File: config.mk
export PLATFORM = sky130hd
export DESIGN_NAME = bfm_ahbl2apb_pm
export DESIGN_NICKNAME = d
export VERILOG_FILES = /design/src/rtl/bfm_ahbl2apb_pm.sv
export SDC_FILE = /design/constraint.sdc
export NUM_CORES = 1
export LEC_CHECK = 0
export CAP_MARGIN = 20
export CORE_UTILIZATION = 41
export DETAILED_ROUTE_END_ITERATION = 8
export PLACE_DENSITY = 0.8
export SLEW_MARGIN = 20
export SYNTH_ARGS = -nofsm -noshare
export SYNTH_HDL_FRONTEND = slang
export SYNTH_SLANG_ARGS = --single-unit
File: constraint.sdc
create_clock -name PCLK_PM -period 1.6 [get_ports PCLK_PM]
set_clock_uncertainty 0.05 [all_clocks]
set_input_delay 0.48 -clock PCLK_PM [delete_from_list [all_inputs] [get_ports PCLK_PM]]
set_output_delay 0.48 -clock PCLK_PM [all_outputs]
set_load 0.005 [all_outputs]
File: src/rtl/bfm_ahbl2apb_pm.sv
// AHB-Lite slave to APB3 master bridge (PCLK_PM domain): one AHB word transfer becomes one APB access.
// Optional ACCESS watchdog enabled by defining BFM_AHBL2APB_TIMEOUT_EN.
module bfm_ahbl2apb_pm #(
  parameter int TIMEOUT_CYCLES = 256
) (
  input  logic        PCLK_PM,
  input  logic        PRESETN_PM,
  input  logic        HSEL,
  input  logic [31:0] HADDR,
  input  logic        HWRITE,
  input  logic [1:0]  HTRANS,
  input  logic [2:0]  HSIZE,
  input  logic        HREADY,
  input  logic [31:0] HWDATA,
  output logic [31:0] HRDATA,
  output logic        HREADYOUT,
  output logic        HRESP,
  output logic        PSEL_PM,
  output logic [31:0] PADDR_PM,
  output logic        PWRITE_PM,
  output logic        PENABLE_PM,
  output logic [31:0] PWDATA_PM,
  input  logic [31:0] PRDATA_PM,
  input  logic        PREADY_PM,
  input  logic        PSLVERR_PM,
  output logic        TIMEOUT_FLG
);

  localparam logic [2:0] ST_IDLE   = 3'd0;
  localparam logic [2:0] ST_DATA   = 3'd1;
  localparam logic [2:0] ST_SETUP  = 3'd2;
  localparam logic [2:0] ST_ACCESS = 3'd3;
  localparam logic [2:0] ST_ERR1   = 3'd4;
  localparam logic [2:0] ST_ERR2   = 3'd5;

  logic [2:0] state;
  logic       accept;
  logic       timeout_hit;
  logic       unused;

  // Only HTRANS[1] distinguishes NONSEQ/SEQ from IDLE/BUSY.
  assign accept = HSEL & HTRANS[1] & HREADY;
  assign unused = &{1'b0, HTRANS[0]};

`ifdef BFM_AHBL2APB_TIMEOUT_EN
  logic [15:0] to_cnt;
  logic        to_flg;

  assign timeout_hit = (state == ST_ACCESS) && !PREADY_PM && (to_cnt == 16'(TIMEOUT_CYCLES - 1));
  assign TIMEOUT_FLG = to_flg;

  always_ff @(posedge PCLK_PM or negedge PRESETN_PM) begin
    if (!PRESETN_PM) begin
      to_cnt <= '0;
      to_flg <= 1'b0;
    end else begin
      if (state == ST_SETUP)
        to_cnt <= '0;
      else if (state == ST_ACCESS && !PREADY_PM)
        to_cnt <= to_cnt + 16'd1;
      if (timeout_hit)
        to_flg <= 1'b1;
    end
  end
`else
  // No watchdog: ACCESS waits for PREADY_PM forever. The expression is constant 0 for any legal
  // TIMEOUT_CYCLES and only keeps the parameter referenced.
  assign timeout_hit = 1'b0;
  assign TIMEOUT_FLG = (TIMEOUT_CYCLES < 1);
`endif

  always_ff @(posedge PCLK_PM or negedge PRESETN_PM) begin
    if (!PRESETN_PM) begin
      state      <= ST_IDLE;
      HREADYOUT  <= 1'b1;
      HRESP      <= 1'b0;
      HRDATA     <= '0;
      PSEL_PM    <= 1'b0;
      PENABLE_PM <= 1'b0;
      PWRITE_PM  <= 1'b0;
      PADDR_PM   <= '0;
      PWDATA_PM  <= '0;
    end else begin
      case (state)
        ST_IDLE: begin
          HREADYOUT <= 1'b1;
          HRESP     <= 1'b0;
          if (accept) begin
            HREADYOUT <= 1'b0;
            if (HSIZE == 3'b010) begin
              PADDR_PM  <= HADDR;
              PWRITE_PM <= HWRITE;
              state     <= ST_DATA;
            end else begin
              HRESP <= 1'b1;
              state <= ST_ERR1;
            end
          end
        end
        ST_DATA: begin
          // HWDATA is only valid in the AHB data phase, one cycle after the address was taken.
          PWDATA_PM <= PWRITE_PM ? HWDATA : '0;
          PSEL_PM   <= 1'b1;
          state     <= ST_SETUP;
        end
        ST_SETUP: begin
          PENABLE_PM <= 1'b1;
          state      <= ST_ACCESS;
        end
        ST_ACCESS: begin
          if (PREADY_PM || timeout_hit) begin
            PSEL_PM    <= 1'b0;
            PENABLE_PM <= 1'b0;
            PWRITE_PM  <= 1'b0;
            PADDR_PM   <= '0;
            PWDATA_PM  <= '0;
            if (PREADY_PM && !PSLVERR_PM) begin
              if (!PWRITE_PM)
                HRDATA <= PRDATA_PM;
              HREADYOUT <= 1'b1;
              state     <= ST_IDLE;
            end else begin
              HRESP <= 1'b1;
              state <= ST_ERR1;
            end
          end
        end
        ST_ERR1: begin
          HRESP     <= 1'b1;
          HREADYOUT <= 1'b1;
          state     <= ST_ERR2;
        end
        ST_ERR2: begin
          HRESP     <= 1'b0;
          HREADYOUT <= 1'b1;
          state     <= ST_IDLE;
        end
        default: begin
          HRESP     <= 1'b0;
          HREADYOUT <= 1'b1;
          state     <= ST_IDLE;
        end
      endcase
    end
  end

endmodule
* Word level (Yosys, flattened, before mapping)
Cells that the tools add are included.
Word-level totals: logic and storage cells 63, register bits after elaboration 104, bits of input ports 108
Operators by class: muxes and demuxes 26, bitwise gates (word level) 4, reductions and logical operators 14, eq/ne operators 10
Operators with widths (count):
- $mux 32 | 4
- $pmux 32 s2 | 2
- $pmux 3 s5 | 1
- $mux 3 | 4
- $mux 1 | 10
- $ne 2x2->1 const B | 5
- $eq 3x2->1 const B | 3
- $reduce_and 4->1 | 2
- $pmux 1 s2 | 3
- $reduce_and 2->1 | 3
- $reduce_and 3->1 | 2
- $reduce_bool 2->1 | 3
- $pmux 1 s4 | 1
- $eq 3x1->1 const B | 1
- $eq 3x3->1 const B | 1
- $logic_not 3->1 | 1
- $pmux 1 s3 | 1
- $and 1x1->1 | 2
- $not 1->1 | 2
- $reduce_or 2->1 | 1
- $logic_and 1x1->1 | 1
- $logic_not 1->1 | 1

* Longest topological paths before layout
Gate-level depths: netlist of run 1.
depth after elaboration 5, gate-level depth with buffers 5

* Worst setup path after synthesis of run 1
Ideal clock, no wire load.
path type input -> register, start point input port HSIZE[0], end point register PADDR_PM[15], slack 0.050 ns, cell stages on the path 4, data required time 1.418 ns, data arrival time 1.368 ns, path through or3b_2 -> nor2_4 -> buf_4 -> o211ai_1
Between the ends: word-level cells in the longest chain between the ends 3
RTL lines:
- from (decl) | line 12 | input logic [2:0] HSIZE,
- $eq 3x2->1 | line 90 | if (HSIZE == 3'b010) begin
- $ne 2x2->1 (no line)
- $reduce_and 4->1 (no line)
- to (signal assigned) | line 81 | PADDR_PM <= '0;
- to (signal assigned) | line 91 | PADDR_PM <= HADDR;
- to (signal assigned) | line 115 | PADDR_PM <= '0;
- to (decl) | line 19 | output logic [31:0] PADDR_PM,
Every way passes these cells. A chain may end at the register's enable or synchronous reset.

* Worst setup path in the final report of run 1
start point input port HREADY, end point register PADDR_PM[3]
Between the ends: word-level cells in the longest chain between the ends 3
RTL lines:
- from (decl) | line 13 | input logic HREADY,
- $and 1x1->1 | line 42 | assign accept = HSEL & HTRANS[1] & HREADY;
- $ne 2x2->1 (no line)
- $reduce_and 4->1 (no line)
Every way passes these cells.

==> impl_metrics.prom, run 1 <==
# TYPE chip_impl_metric gauge
chip_impl_metric{name="antenna_left",unit=""} 0
chip_impl_metric{name="clockBufferDepth",unit=""} 2
chip_impl_metric{name="layout_min_cycle_time",unit="ps"} 1610
chip_impl_metric{name="finalNonFillerCells",unit=""} 783
chip_impl_metric{name="layout.filler_cells",unit=""} 757
chip_impl_metric{name="drt-wirelength-per-cell",unit="µm"} 18.1
chip_impl_metric{name="synth_enable_flop_cells",unit=""} 0
chip_impl_metric{name="yosys.cell_types.count",unit=""} 38
chip_impl_info{name="end_kind",value="flip-flop"} 1
chip_impl_info{name="tritoncts",value="built"} 1
chip_impl_info{name="cts-root-buf",value="sky130_fd_sc_hd__clkbuf_8"} 1
chip_impl_metric{name="share_of_post_route_cells_with_drive_strength_above_1",unit="%"} 22.3
chip_impl_metric{name="yosysSeqAreaShare",unit="%"} 58.7
chip_impl_metric{name="syn_area",unit="mm²"} 0.00443
chip_impl_metric{name="async_reset_ff_share",unit="%"} 100
chip_impl_metric{name="clock_power_share",unit="%"} 12.4
chip_impl_metric{name="num_cts_buffers",unit=""} 9
chip_impl_metric{name="area_growth",unit="%"} 68.4
chip_impl_metric{name="placedInstanceArea",unit="mm²"} 0.00684
chip_impl_metric{name="initial_antenna_violation_count",unit=""} 1
chip_impl_info{name="criticalPathCategory",value="in2reg"} 1
chip_impl_metric{name="data_arrival_time_at_the_worst_slack_endpoint",unit="ps"} 1850
chip_impl_info{name="run_status",value="finished with violations"} 1
chip_impl_metric{name="netlist_instances",unit=""} 372
chip_impl_metric{name="critPathRequiredTime",unit="ps"} 1840
chip_impl_info{name="critical_path.top_delay_family",value="buffers and inverters"} 1
chip_impl_metric{name="route.detailed.drc",unit=""} 0
chip_impl_metric{name="global_route.usage.total",unit="%"} 24.3
chip_impl_metric{name="nets",unit=""} 749
chip_impl_metric{name="switch_share",unit="%"} 34.5
chip_impl_metric{name="via_count_of_the_first_global_routing_pass",unit=""} 4322
chip_impl_metric{name="place.detailed.hpwl",unit="µm"} 9250
chip_impl_metric{name="netSwitchingPower",unit="mW"} 4.26
chip_impl_metric{name="timing.critical_path.fanout_max",unit=""} 19
chip_impl_metric{name="timing.critical_path.buf_inv",unit=""} 2
chip_impl_metric{name="slowest_delay",unit="ps"} 540
chip_impl_metric{name="leakage",unit="nW"} 3.48
chip_impl_metric{name="multi_input_area",unit="mm²"} 0.00167
chip_impl_metric{name="worst_setup_hold_path_clk_slew",unit="ps"} 110
chip_impl_metric{name="power.share.combinational",unit="%"} 50.5
chip_impl_metric{name="stdcell_area",unit="mm²"} 0.00747
chip_impl_metric{name="vias",unit=""} 4384
chip_impl_metric{name="finalHoldViolCount",unit=""} 0
chip_impl_metric{name="p_int",unit="mW"} 8.10
chip_impl_metric{name="final-seq-area",unit="mm²"} 0.00261
chip_impl_metric{name="routed_via_density",unit=""} 5.60
chip_impl_metric{name="drt_first_iter_violations",unit=""} 409
chip_impl_metric{name="place_congestion",unit=""} 0.870
chip_impl_metric{name="core",unit="mm²"} 0.0104
chip_impl_info{name="top_cells_by_instance_count_after_synthesis",value="103 x sky130_fd_sc_hd__dfrtp_1, 37 x sky130_fd_sc_hd__nand2_1, 34 x sky130_fd_sc_hd__nand4_1, 34 x sky130_fd_sc_hd__o211ai_1, 33 x sky130_fd_sc_hd__a22o_1"} 1
chip_impl_metric{name="grt.overflow.total",unit=""} 0
chip_impl_metric{name="postSynthNetCount",unit=""} 480
chip_impl_info{name="synthFlopType",value="sky130_fd_sc_hd__dfrtp_1"} 1
chip_impl_info{name="leading_cell_type_by_number_of_instances_after_synthesis",value="sky130_fd_sc_hd__dfrtp_1"} 1
chip_impl_metric{name="wl",unit="µm"} 14200
chip_impl_metric{name="grt_first_pass_wirelength",unit="µm"} 21700
chip_impl_metric{name="ys_ff_latch",unit=""} 104
chip_impl_metric{name="io-pin-count",unit=""} 210
chip_impl_info{name="rsz0062_at_grt",value="yes"} 1
chip_impl_metric{name="setup_violations_final",unit=""} 1
chip_impl_metric{name="ctsHtreeMaxLevel",unit=""} 3
chip_impl_metric{name="power.density",unit="mW/mm²"} 1660
chip_impl_info{name="synth_top_cells_by_area",value="sky130_fd_sc_hd__dfrtp_1 58%, sky130_fd_sc_hd__mux2_2 7.1%, sky130_fd_sc_hd__a22o_1 6.5%, sky130_fd_sc_hd__o211ai_1 5.8%, sky130_fd_sc_hd__nand4_1 4.8%"} 1
chip_impl_metric{name="maxClockFrequency",unit="MHz"} 620
chip_impl_info{name="timing.critical_path.slowest_stage_cell",value="sky130_fd_sc_hd__clkdlybuf4s50_1"} 1
chip_impl_metric{name="seq_power_share",unit="%"} 37.2
chip_impl_metric{name="clkSinkCount",unit=""} 104
chip_impl_info{name="startpoint_type",value="input pin"} 1
chip_impl_metric{name="die-area",unit="mm²"} 0.0112
chip_impl_metric{name="num_rows",unit=""} 37
chip_impl_metric{name="final.setup.worst_slack",unit="ps"} -11.8
chip_impl_metric{name="placed_cell_count",unit=""} 712
chip_impl_metric{name="drt_pass1_iterations",unit=""} 5
chip_impl_metric{name="syn_area_per_cell",unit="µm²"} 11.9
chip_impl_metric{name="ir_worst_vdd",unit="µV"} 836
chip_impl_metric{name="die_y",unit="µm"} 106
chip_impl_metric{name="cap_violations",unit=""} 0
chip_impl_metric{name="port_buffers",unit=""} 207
chip_impl_metric{name="slew_viol_final",unit=""} 0
chip_impl_info{name="failed_checks",value="setup timing"} 1
chip_impl_metric{name="synthesis_warning_total",unit=""} 0
chip_impl_metric{name="initial_core_util",unit="%"} 42.6
chip_impl_info{name="cp_cell_sequence",value="clkdlybuf4s50_1 > and4b_1 > buf_4 > nand4_1 > o211ai_1"} 1
chip_impl_metric{name="die-width",unit="µm"} 106
chip_impl_metric{name="layout_worst_path_cycle_share",unit="%"} 101
chip_impl_metric{name="yosysTopAreaCellShare",unit="%"} 58.1
chip_impl_metric{name="worstSkewPairLatency",unit="ps"} 350
chip_impl_metric{name="grt_max_degree",unit=""} 33
chip_impl_info{name="synthDominantAreaCellType",value="sky130_fd_sc_hd__dfrtp_1"} 1
chip_impl_info{name="hold_wc_path_type",value="in2reg"} 1
## routing by layer
| metal | vias to the layer above | GRT usage [%] | wire (µm) |
|---|---|---|---|
| met2 | 273 | 40.3 | 6840 |
| met3 | 44 | 4.54 | 1140 |
| li1 | 1940 | - | - |
| met5 | - | 0 | 0 |
| met1 | 2127 | 31.7 | 5730 |
| met4 | 0 | 9.42 | 448 |
## state kept, by name, indices dropped and copies added (netlist names)
| signal | count |
|---|---|
| PWDATA_PM | 32 |
| PWRITE_PM | 1 |
| HREADYOUT | 1 |
| state | 3 |
| PENABLE_PM | 1 |
| PSEL_PM | 1 |
| PADDR_PM | 32 |
| HRDATA | 32 |
| HRESP | 1 |
## layout make-up
class	count	area share, %
Timing Repair Buffer	294	38.0
Multi-Input combinational cell	231	22.4
Clock buffer	10	1.71
Clock inverter	6	0.670
Tap cell	136	2.28
Inverter	1	0.0503
Sequential cell	104	34.9
Antenna cell	1	0.0335
## power groups by stage
stage	Combinational (mW)	Clock (mW)	Sequential (mW)
2_1_floorplan	2.25	0	4.69
3_3_place_gp	5.61	0	4.69
3_5_place_dp	5.81	0	4.74
4_1_cts	5.61	1.56	4.58
5_1_grt	6.73	1.66	4.73
6_report	6.24	1.53	4.59
## cells in the final DEF (no fill, tap or decap), drive strengths merged, types with 2 or more instances in the layout
master,instances
bufbuf,2
clkdlybuf4s50,99
nand4,35
dlymetal6s2s,3
clkbuf,11
nand2,37
buf,85
nor2,3
dfrtp,103
nand2b,2
o211ai,34
and3,2
inv,4
o21ai,35
a22o,33
clkdlybuf4s15,26
dlygate4sd2,77
mux2,32
clkinv,2
a211oi,2
## worst paths after layout
| kind | from | endpoint | slack (ps) | depth (start not counted) |
|---|---|---|---|---|
| worst min-delay path | PREADY_PM | state[1]$_DFFE_PN0P_ | 450 | 3 |
| worst max-delay path | HREADY | PADDR_PM[3]$_DFFE_PN0P_ | -10 | 5 |
| max in group asynchronous | PRESETN_PM | PADDR_PM[24]$_DFFE_PN0P_ | 440 | 3 |
| worst min register to register | HRDATA[22]$_DFFE_PN0P_ | HRDATA[22]$_DFFE_PN0P_ | 450 | 1 |
| worst max register to register | state[0]$_DFFE_PN0P_ | PADDR_PM[19]$_DFFE_PN0P_ | 30 | 5 |
| min in group asynchronous | PRESETN_PM | PADDR_PM[6]$_DFFE_PN0P_ | 530 | 2 |
## cells by family (layout without fill, tap and decap cells)
logic type      Yosys count  count (layout)  share of synthesized area, %
compound gates          111             111                          17.9
other cells               1               2                        0.0846
simple gates             87              87                          10.9
buf+inv                  37             311                          4.32
mux                      32              32                          8.13
flops                   104             104                          58.7
## worst register-to-register path, stage by stage, from the launching register on
cell,delay [ps]
sky130_fd_sc_hd__dfrtp_2,450
sky130_fd_sc_hd__or2_4,300
sky130_fd_sc_hd__nor2_4,150
sky130_fd_sc_hd__buf_6,130
sky130_fd_sc_hd__bufbuf_16,260
sky130_fd_sc_hd__o211ai_1,110
## through the flow
stage / utilization, % / setup TNS, ps / total power [mW] / hold slack [ps] / setup WS (ps)
after global routing: 71.7 / -85.9 / 13.1 / 460 / -37.6
after global placement: 65.7 / -37650 / 10.3 / 395 / -481
after CTS: 69.3 / 0 / 11.8 / 456 / 0.0893
final: 71.7 / -11.8 / 12.4 / 448 / -11.8
after floorplan: - / 0 / 6.94 / 134 / 50.0
after detailed placement: 65.7 / -40730 / 10.5 / 389 / -523
## repair_timing
action / 4_1_cts / 5_1_grt
endpoints found under the setup margin: 138 / 76
cloned: 3 / 2
endpoints found under the hold margin: 6 / 0
gates resized for setup: 115 / 45
pin swaps: 4 / 6
buffers inserted: 30 / 18
hold buffers: 1 / 0
No activity file was read; power rests on OpenSTA's default activity.
==> run 2: changes to the inputs <==
Settings changed: CORE_MARGIN from default to 2.
==> run 2 against run 1 <==
Net effect: the flow still finishes with violations (setup timing); critical endpoint is now PADDR_PM[26]$_DFFE_PN0P_; critical path type is now reg2reg; largest cell class unchanged; routed wire length up 0.26%; design area increased by 0.60%; register-to-register slack worse by 60 ps; critical path depth increased by 1; sequential share of layout area fell by 0.18 points; global-route usage down 1.3 points; non-clock buffer count increased by 3; cell count is 0.38% higher.
==> impl_metrics.prom, run 2 (synthesis gave the netlist of run 1 again) <==
# TYPE chip_impl_metric gauge
chip_impl_metric{name="data_arrival_time_at_the_worst_slack_endpoint",unit="ps"} 1840
chip_impl_metric{name="hold_path_depth",unit=""} 1
chip_impl_metric{name="m1WireLength",unit="µm"} 5560
chip_impl_metric{name="port_buffers",unit=""} 207
chip_impl_metric{name="antenna_left",unit=""} 0
chip_impl_metric{name="drt_pass1_iterations",unit=""} 5
chip_impl_metric{name="initial_core_util",unit="%"} 42.6
chip_impl_metric{name="maxClockFrequency",unit="MHz"} 612
chip_impl_metric{name="placedInstanceArea",unit="mm²"} 0.00681
chip_impl_info{name="top_layer_used",value="met4"} 1
chip_impl_info{name="hold_wc_path_type",value="reg2reg"} 1
chip_impl_metric{name="global_route.usage.total",unit="%"} 23.0
chip_impl_metric{name="die_y",unit="µm"} 108
chip_impl_metric{name="vias",unit=""} 4286
chip_impl_metric{name="layout_min_cycle_time",unit="ps"} 1630
chip_impl_metric{name="layout_worst_path_cycle_share",unit="%"} 102
chip_impl_metric{name="grt.overflow.total",unit=""} 0
chip_impl_info{name="reg_top3",value="HRDATA: 32 flops, PADDR_PM: 32 flops, PWDATA_PM: 32 flops"} 1
chip_impl_metric{name="die-area",unit="mm²"} 0.0117
chip_impl_metric{name="num_cts_buffers",unit=""} 9
chip_impl_metric{name="grt_first_pass_wirelength",unit="µm"} 21200
chip_impl_metric{name="leakage",unit="nW"} 3.50
chip_impl_metric{name="r2r_setup_slk",unit="ps"} -30
chip_impl_metric{name="placed_cell_count",unit=""} 706
chip_impl_metric{name="nets",unit=""} 752
chip_impl_metric{name="place.detailed.hpwl",unit="µm"} 9150
chip_impl_info{name="cts-root-buf",value="sky130_fd_sc_hd__clkbuf_8"} 1
chip_impl_metric{name="via_count_of_the_first_global_routing_pass",unit=""} 4247
chip_impl_info{name="whs_endpoint",value="HRDATA[0]$_DFFE_PN0P_"} 1
chip_impl_info{name="end_kind",value="flip-flop"} 1
chip_impl_metric{name="power.density",unit="mW/mm²"} 1660
chip_impl_metric{name="slew_viol_final",unit=""} 0
chip_impl_metric{name="drt-wirelength-per-cell",unit="µm"} 18.1
chip_impl_metric{name="ctsHtreeMaxLevel",unit=""} 3
chip_impl_metric{name="finalHoldViolCount",unit=""} 0
chip_impl_metric{name="final-seq-area",unit="mm²"} 0.00261
chip_impl_info{name="startpoint_type",value="flip-flop"} 1
chip_impl_metric{name="core",unit="mm²"} 0.0104
chip_impl_info{name="failed_checks",value="setup timing"} 1
chip_impl_metric{name="clkSinkCount",unit=""} 104
chip_impl_metric{name="setup_violations_final",unit=""} 4
chip_impl_metric{name="critPathRequiredTime",unit="ps"} 1810
chip_impl_metric{name="route.detailed.drc",unit=""} 0
chip_impl_info{name="criticalPathCategory",value="reg2reg"} 1
chip_impl_metric{name="worstSkewPairLatency",unit="ps"} 340
chip_impl_metric{name="area_growth",unit="%"} 69.5
chip_impl_metric{name="routed_via_density",unit=""} 5.45
chip_impl_metric{name="ir_worst_vdd",unit="µV"} 836
chip_impl_info{name="mostFrequentLayoutCell",value="sky130_fd_sc_hd__clkdlybuf4s50_1"} 1
chip_impl_metric{name="drt_first_iter_violations",unit=""} 306
chip_impl_info{name="layout.cells.most_common_list",value="101 x sky130_fd_sc_hd__clkdlybuf4s50_1, 99 x sky130_fd_sc_hd__dfrtp_1, 89 x sky130_fd_sc_hd__dlygate4sd2_1"} 1
chip_impl_metric{name="layout.filler_cells",unit=""} 755
chip_impl_metric{name="cap_violations",unit=""} 0
chip_impl_metric{name="finalNonFillerCells",unit=""} 786
chip_impl_metric{name="grt_max_degree",unit=""} 42
chip_impl_metric{name="worst_setup_hold_path_clk_slew",unit="ps"} 110
chip_impl_metric{name="num_rows",unit=""} 37
chip_impl_metric{name="place_congestion",unit=""} 0.835
chip_impl_metric{name="timing.critical_path.fanout_max",unit=""} 15
chip_impl_metric{name="multi_input_area",unit="mm²"} 0.00167
chip_impl_metric{name="routed-wl-met2",unit="µm"} 6960
chip_impl_info{name="run_status",value="finished with violations"} 1
chip_impl_info{name="worstReg2RegEnd",value="PADDR_PM[26]$_DFFE_PN0P_"} 1
chip_impl_metric{name="die-width",unit="µm"} 108
chip_impl_metric{name="count_of_cells_along_the_worst_register_to_register_path",unit=""} 6
chip_impl_metric{name="stdcell_area",unit="mm²"} 0.00751
chip_impl_metric{name="final.setup.worst_slack",unit="ps"} -33.9
chip_impl_info{name="tritoncts",value="built"} 1
chip_impl_metric{name="share_of_post_route_cells_with_drive_strength_above_1",unit="%"} 23.0
chip_impl_info{name="rsz0062_at_grt",value="yes"} 1
chip_impl_metric{name="wl",unit="µm"} 14200
chip_impl_info{name="worst_hold_startpoint",value="HRDATA[0]$_DFFE_PN0P_"} 1
chip_impl_info{name="timing.rr.start",value="state[2]$_DFFE_PN0P_"} 1
chip_impl_metric{name="initial_antenna_violation_count",unit=""} 1
chip_impl_metric{name="clockBufferDepth",unit=""} 2
chip_impl_metric{name="wl_met3",unit="µm"} 1240
chip_impl_metric{name="io-pin-count",unit=""} 210
==> run 2: power breakdown <==
group / internal [mW] / switching (mW)
Sequential: 3.87 / 0.731
Clock: 0.681 / 0.931
Combinational: 3.70 / 2.58
Total: 8.26 / 4.25
==> run 2: final cells by class <==
cell class | count | share of cell area (%)
Tap cell | 136 | 2.27
Timing Repair Buffer | 297 | 38.1
Antenna cell | 1 | 0.0333
Multi-Input combinational cell | 231 | 22.2
Sequential cell | 104 | 34.7
Clock buffer | 11 | 2.02
Clock inverter | 5 | 0.616
Inverter | 1 | 0.0500
==> run 2: timing repair <==
item                                    CTS  global route
hold endpoints to repair                 17             0
gates resized for setup                 117            33
gates cloned                              3             2
hold buffers                              1             0
pin swaps                                 4             3
setup buffers                            38            19
endpoints found under the setup margin  136            69
==> run 2: how the worst max path moves through the flow <==
stage | startpoint | to | slack, ps | cells after the start
floorplan | HSIZE[0] | PADDR_PM[15]$_DFFE_PN0P_ | 50 | 4
global placement | HSIZE[1] | PADDR_PM[18]$_DFFE_PN0P_ | -500 | 5
detailed placement | HSIZE[1] | PADDR_PM[9]$_DFFE_PN0P_ | -550 | 5
CTS | PWDATA_PM[13]$_DFFE_PN0P_ | PWDATA_PM[13] | 10 | 1
global route | state[2]$_DFFE_PN0P_ | PADDR_PM[2]$_DFFE_PN0P_ | -60 | 6
finish | state[2]$_DFFE_PN0P_ | PADDR_PM[26]$_DFFE_PN0P_ | -30 | 6
==> run 2: critical path: stages (launching register included) <==
cell and delay [ps]:
sky130_fd_sc_hd__dfrtp_2 460, sky130_fd_sc_hd__buf_12 150, sky130_fd_sc_hd__o211ai_1 270, sky130_fd_sc_hd__buf_4 190
sky130_fd_sc_hd__buf_8 140, sky130_fd_sc_hd__nand2_1 80, sky130_fd_sc_hd__o211ai_1 200
==> run 2: per-stage QoR <==
step                      setup WS, ps  setup TNS (ps)  hold WS [ps]  total power [mW]  util [%]
after floorplan                   50.0               0           134              6.94         -
after global placement            -496          -38540           328              10.3      65.4
final                            -33.9           -81.2           445              12.5      72.1
after CTS                         10.8               0           452              12.0      69.7
after detailed placement          -550          -41000           329              10.5      65.4
after global routing             -55.1            -654           458              13.3      72.1
==> run 2: routing by layer <==
metal / up-vias / track usage (%)
met5: - / 0
met4: 0 / 8.06
met3: 40 / 4.52
met2: 247 / 37.9
met1: 2056 / 30.5
li1: 1943 / -
